File: src/rtl/core_lsu.sv
// Load/store unit: one core request at a time turned into a word-aligned bus access, load data extended for writeback.
// Optional misaligned-access trap enabled by defining CORE_LSU_MISALIGN_TRAP_EN.
module core_lsu (
  input  logic        CLK,
  input  logic        RST,
  input  logic        REQ_VALID,
  output logic        REQ_READY,
  input  logic        REQ_WE,
  input  logic [1:0]  REQ_SIZE,
  input  logic        REQ_UNSIGNED,
  input  logic [31:0] REQ_ADDR,
  input  logic [31:0] REQ_WDATA,
  output logic        BUS_VALID,
  input  logic        BUS_READY,
  output logic        BUS_WE,
  output logic [3:0]  BUS_BE,
  output logic [31:0] BUS_ADDR,
  output logic [31:0] BUS_WDATA,
  input  logic        BUS_RVALID,
  input  logic [31:0] BUS_RDATA,
  output logic        RSP_VALID,
  output logic [31:0] RSP_RDATA,
  output logic        RSP_ERR
);

  typedef enum logic [1:0] {S_IDLE, S_BUS, S_WAIT_RD, S_RESP} state_e;

  localparam logic [1:0] SZ_BYTE = 2'd0;
  localparam logic [1:0] SZ_HALF = 2'd1;
  localparam logic [1:0] SZ_WORD = 2'd2;

  state_e      state_q, state_d;
  logic [1:0]  size_q, size_d;
  logic [1:0]  addr_lo_q, addr_lo_d;
  logic        unsigned_q, unsigned_d;
  logic        bus_we_q, bus_we_d;
  logic [3:0]  bus_be_q, bus_be_d;
  logic [31:0] bus_addr_q, bus_addr_d;
  logic [31:0] bus_wdata_q, bus_wdata_d;
  logic [31:0] rsp_rdata_q, rsp_rdata_d;
  logic [1:0]  req_size;
  logic        trap;

  // Size 3 is folded into word once, so nothing downstream has to special-case it.
  assign req_size = (REQ_SIZE == 2'd3) ? SZ_WORD : REQ_SIZE;

`ifdef CORE_LSU_MISALIGN_TRAP_EN
  logic rsp_err_q, rsp_err_d;
  assign trap = ((req_size == SZ_HALF) && REQ_ADDR[0]) ||
                ((req_size == SZ_WORD) && (REQ_ADDR[1:0] != 2'b00));
`else
  assign trap = 1'b0;
`endif

  function automatic logic [31:0] extract(input logic [31:0] rd, input logic [1:0] lo,
                                          input logic [1:0] size, input logic uns);
    logic [7:0]  b;
    logic [15:0] h;
    case (lo)
      2'd0:    b = rd[7:0];
      2'd1:    b = rd[15:8];
      2'd2:    b = rd[23:16];
      default: b = rd[31:24];
    endcase
    h = lo[1] ? rd[31:16] : rd[15:0];
    case (size)
      SZ_BYTE: extract = {{24{b[7] & ~uns}}, b};
      SZ_HALF: extract = {{16{h[15] & ~uns}}, h};
      default: extract = rd;
    endcase
  endfunction

  // NOTE: sequential state uses non-blocking assignments so every flop samples pre-edge values.
  always_ff @(posedge CLK) begin
    if (RST) state_q <= S_IDLE;
    else     state_q <= state_d;
  end

  // NOTE: every comb output gets a default first, so no path can infer a latch.
  always_comb begin
    state_d = state_q;
    case (state_q)
      S_IDLE:    if (REQ_VALID) state_d = trap ? S_RESP : S_BUS;
      S_BUS:     if (BUS_READY) state_d = bus_we_q ? S_RESP : S_WAIT_RD;
      S_WAIT_RD: if (BUS_RVALID) state_d = S_RESP;
      default:   state_d = S_IDLE;
    endcase
  end

  always_comb begin
    REQ_READY = (state_q == S_IDLE) && !RST;
    BUS_VALID = (state_q == S_BUS);
    RSP_VALID = (state_q == S_RESP);
  end

  always_comb begin
    size_d      = size_q;
    addr_lo_d   = addr_lo_q;
    unsigned_d  = unsigned_q;
    bus_we_d    = bus_we_q;
    bus_be_d    = bus_be_q;
    bus_addr_d  = bus_addr_q;
    bus_wdata_d = bus_wdata_q;
    rsp_rdata_d = rsp_rdata_q;
`ifdef CORE_LSU_MISALIGN_TRAP_EN
    rsp_err_d   = rsp_err_q;
`endif
    if (state_q == S_IDLE && REQ_VALID) begin
      if (trap) begin
        rsp_rdata_d = 32'h0;
`ifdef CORE_LSU_MISALIGN_TRAP_EN
        rsp_err_d   = 1'b1;
`endif
      end else begin
        size_d     = req_size;
        addr_lo_d  = REQ_ADDR[1:0];
        unsigned_d = REQ_UNSIGNED;
        bus_we_d   = REQ_WE;
        bus_addr_d = {REQ_ADDR[31:2], 2'b00};
        case (req_size)
          SZ_BYTE: begin
            bus_be_d    = 4'b0001 << REQ_ADDR[1:0];
            bus_wdata_d = {4{REQ_WDATA[7:0]}};
          end
          SZ_HALF: begin
            bus_be_d    = REQ_ADDR[1] ? 4'b1100 : 4'b0011;
            bus_wdata_d = {2{REQ_WDATA[15:0]}};
          end
          default: begin
            bus_be_d    = 4'b1111;
            bus_wdata_d = REQ_WDATA;
          end
        endcase
      end
    end
    // Response registers change only on the way into RESP and hold until the next one.
    if (state_q == S_BUS && BUS_READY && bus_we_q) begin
      rsp_rdata_d = 32'h0;
`ifdef CORE_LSU_MISALIGN_TRAP_EN
      rsp_err_d   = 1'b0;
`endif
    end
    if (state_q == S_WAIT_RD && BUS_RVALID) begin
      rsp_rdata_d = extract(BUS_RDATA, addr_lo_q, size_q, unsigned_q);
`ifdef CORE_LSU_MISALIGN_TRAP_EN
      rsp_err_d   = 1'b0;
`endif
    end
  end

  always_ff @(posedge CLK) begin
    if (RST) begin
      size_q      <= SZ_BYTE;
      addr_lo_q   <= 2'b00;
      unsigned_q  <= 1'b0;
      bus_we_q    <= 1'b0;
      bus_be_q    <= 4'b0000;
      bus_addr_q  <= 32'h0;
      bus_wdata_q <= 32'h0;
      rsp_rdata_q <= 32'h0;
`ifdef CORE_LSU_MISALIGN_TRAP_EN
      rsp_err_q   <= 1'b0;
`endif
    end else begin
      size_q      <= size_d;
      addr_lo_q   <= addr_lo_d;
      unsigned_q  <= unsigned_d;
      bus_we_q    <= bus_we_d;
      bus_be_q    <= bus_be_d;
      bus_addr_q  <= bus_addr_d;
      bus_wdata_q <= bus_wdata_d;
      rsp_rdata_q <= rsp_rdata_d;
`ifdef CORE_LSU_MISALIGN_TRAP_EN
      rsp_err_q   <= rsp_err_d;
`endif
    end
  end

  assign BUS_WE    = bus_we_q;
  assign BUS_BE    = bus_be_q;
  assign BUS_ADDR  = bus_addr_q;
  assign BUS_WDATA = bus_wdata_q;
  assign RSP_RDATA = rsp_rdata_q;
`ifdef CORE_LSU_MISALIGN_TRAP_EN
  assign RSP_ERR   = rsp_err_q;
`else
  assign RSP_ERR   = 1'b0;
`endif

endmodule

File: config.mk
export PLATFORM = sky130hd
export DESIGN_NAME = core_lsu
export DESIGN_NICKNAME = d
export VERILOG_FILES = /design/src/rtl/core_lsu.sv
export SDC_FILE = /design/constraint.sdc
export NUM_CORES = 1
export LEC_CHECK = 0
export CORE_UTILIZATION = 30
export CTS_CLUSTER_DIAMETER = 50
export DETAILED_ROUTE_END_ITERATION = 10
export HOLD_SLACK_MARGIN = 0.05
export MAX_ROUTING_LAYER = met4
export PLACE_DENSITY_LB_ADDON = 0.08
export SLEW_MARGIN = 20
export SYNTH_ARGS = -nofsm -noshare
export SYNTH_HDL_FRONTEND = slang
export SYNTH_SLANG_ARGS = --single-unit
File: constraint.sdc
create_clock -name CLK -period 1.8 [get_ports CLK]
set_input_delay 0.36 -clock CLK [delete_from_list [all_inputs] [get_ports CLK]]
set_output_delay 0.36 -clock CLK [all_outputs]
set_load 0.05 [all_outputs]
==> results_dict.tcl <==
set metrics [dict create \
    wl_um 15900 \
    drive_above_1_share_pct 21.8 \
    drc 0 \
    io_buffers 206 \
    multi_input_area_sq_um 2440 \
    muxShareOfSynthArea_pct 5.98 \
    fill_cells 1558 \
    hold_violations 0 \
    synth_top_family_by_area "compound AO/OA/AOI/OAI gates" \
    cp-start-kind "register" \
    synth_top_cell_area_share_pct 44.1 \
    dp.cells 971 \
    whs_ps 457 \
    fin_nets 880 \
    r2r_cells 4 \
    outcome "complete, no violations" \
    yosys.area.top_type "dfxtp_1" \
    yosysSeqAreaShare_pct 44.1 \
    htree_levels 3 \
    final_cells 987 \
    ys_warn_count 0 \
    synthCells 575 \
    syn_to_final_growth_pct 51.7 \
    cts_root_buf "clkbuf_16" \
    skew_ps 6.28 \
    maxSlewHeadroom_pct 55.6 \
    crit_type "reg -> out" \
    drt_pass1_iterations 4 \
    crit_slowest_cell "dfxtp_1" \
    worstPathArrival_ps 1340 \
    rows 45 \
    rsz0062_at_grt "false" \
    die_y_um 129 \
    dr.first_iter.drc_count 244 \
    path_max_fanout 5 \
    vias 4866 \
    slowest_delay_ps 340 \
    clk_pin_slew_worst_paths_ps 70 \
    synthTopCellsByArea "dfxtp_1, nand2_1, a21oi_1, mux2i_1, a22o_1" \
    syn-mean-instance-area_sq_um 8.37 \
    die-area_sq_um 16500 \
    die_width_um 129 \
    synth_cell_types 47 \
    wl_per_cell_um 16.1 \
    yosysMostFrequentCell "nand2_1" \
    routed_via_density 4.93 \
    tightest_slew_ps 665 \
    synth.top_cells.by_count "nand2_1, dfxtp_1, a21oi_1" \
    cts_hold_buf 0 \
    clkSinkCount 106 \
    synth-xor-area-share_pct 0 \
    numCtsBuffers 9 \
    hold_class "reg -> reg" \
    synth-simple-area-share_pct 16.3 \
    synth_area_sq_um 4810 \
    synth_fa_ha_area_share_pct 1.04 \
    async_flop_share_pct 0 \
    pin_count 210 \
    grt_overflow 0 \
    grt_pass1_vias 4759 \
    ys_ff_latch 106 \
    insertion_delay_ps 350 \
    cts_tree "yes" \
    initial_utilization_pct 31.2 \
    grtUsageTotal_pct 19.7 \
    drtAntennaViolNets 0 \
    critPathCaptureType "output port" \
    powerDensity_nw_per_um2 1310 \
    setup_violations 0 \
    cp.required_ps 1440 \
    cts_setup_buffers 0 \
    seqCellArea_sq_um 2120 \
    cts_buffer_depth 2 \
    synth_edf_count 0 \
    core-area_sq_um 15400 \
    dpl.hpwl_um 11600 \
    grt_pass1_wl_um 24800 \
    irDropWorstVdd_mv 0.608 \
    max_freq_ghz 0.588 \
    p_leak_nw 3.02 \
    gp_congestion 0.819 \
    antenna_found_initial 0 \
    min_path_cells 2 \
    finalCritPeriodShare_pct 94.6 \
    grt_max_degree 58 \
    fin_crit_ps 1700 \
    cp_cell_sequence "inv_1 -> ha_2 -> nor2b_4 -> buf_12" \
    drv_slew 0 \
    maxCapViolCount 0 \
    ys.flop_type "dfxtp_1" \
    diodes 0 \
    synth_compound_area_share_pct 26.7 \
]
==> power by group <==
group          leakage, nW  internal [W]  switching (W)
clock                0.138       0.00109       0.000939
sequential           0.867       0.00277       0.000274
combinational         2.02       0.00163        0.00286
==> repair_timing <==
item                       in CTS  in global routing
cloned                          0                  0
setup endpoints to repair       1                  1
resized for setup               2                  1
==> sequential cells by signal, indices dropped and copies added, names as in the netlist <==
| register | count |
|---|---|
| addr_lo_q | 2 |
| state_q | 2 |
| RSP_RDATA | 32 |
| BUS_WE | 1 |
| size_q | 2 |
| unsigned_q | 1 |
| BUS_BE | 4 |
| BUS_ADDR | 30 |
| BUS_WDATA | 32 |
==> worst paths after layout <==
check,startpoint,to,slack (ps)
max,state_q[1]$_SDFFE_PP0P_,REQ_READY,100
min reg2reg,BUS_WDATA[4]$_SDFFE_PP0P_,BUS_WDATA[4]$_SDFFE_PP0P_,460
min,BUS_WDATA[4]$_SDFFE_PP0P_,BUS_WDATA[4]$_SDFFE_PP0P_,460
max reg2reg,addr_lo_q[1]$_SDFFE_PP0P_,RSP_RDATA[31]$_SDFFE_PP0P_,160
==> layer usage <==
metal | vias up | share of wire, % | global-route usage, %
met1 | 2285 | 44 | 24.2
li1 | 2411 | - | -
met4 | 0 | 0.98 | 4.64
met2 | 160 | 48 | 31.4
met3 | 10 | 7.4 | 6.07
met5 | - | 0 | -
==> cell families after synthesis <==
| logic type | count (synthesis) |
|---|---|
| AO/OA/AOI/OAI | 181 |
| adder cells (fa/ha/maj) | 4 |
| buffers and inverters | 61 |
| flip-flops | 106 |
| multiplexers | 28 |
| other | 1 |
| AND/OR/NAND/NOR | 194 |
==> layout by cell type (no fill, tap or decap), types with 2 or more instances in the layout <==
cell type,instances
inv_6,2
o21ai_1,2
clkdlybuf4s50_1,103
ha_1,2
a31oi_1,3
nand2b_1,4
a211oi_1,13
clkbuf_16,9
nand2_1,141
mux2i_1,25
ha_2,2
dfxtp_1,106
a22o_1,17
nor2_1,34
a32oi_1,7
inv_1,8
clkinvlp_4,3
conb_1,3
a222oi_1,2
a21oi_1,52
nor2b_1,3
a21o_1,16
o221a_2,6
o2bb2ai_1,6
buf_4,123
buf_12,9
o21ai_0,28
a311oi_1,8
a32o_1,7
a311o_1,6
==> critical path: cells and delay by family (launching register included) <==
| kind | cells | cell delay, ps |
|---|---|---|
| flip-flops | 1 | 340 |
| buffers and inverters | 2 | 240 |
| adder cells (fa/ha/maj) | 1 | 230 |
| AND/OR/NAND/NOR | 1 | 180 |
==> through the flow <==
step	util, %	cell area [sq um]	total power, W	setup WS, ps	setup TNS (ps)
2_1_floorplan	-	4820	0.00603	34.5	0
3_3_place_gp	45.3	6980	0.00752	-147	-2670
3_5_place_dp	45.3	6980	0.00759	-170	-2900
4_1_cts	47.2	7290	0.00968	31.9	0
5_1_grt	47.3	7300	0.0101	23.3	0
6_report	47.3	7300	0.00956	98.0	0
==> cell type report <==
type,count,area share (%)
repair buffers,236,29.3
multi-input cells,410,33.4
inverters,8,0.412
clock inverters,7,1.03
well taps,211,3.62
flip-flops and latches,106,29.1
clock buffers,9,3.09
Power figures use the tool's default switching activity.
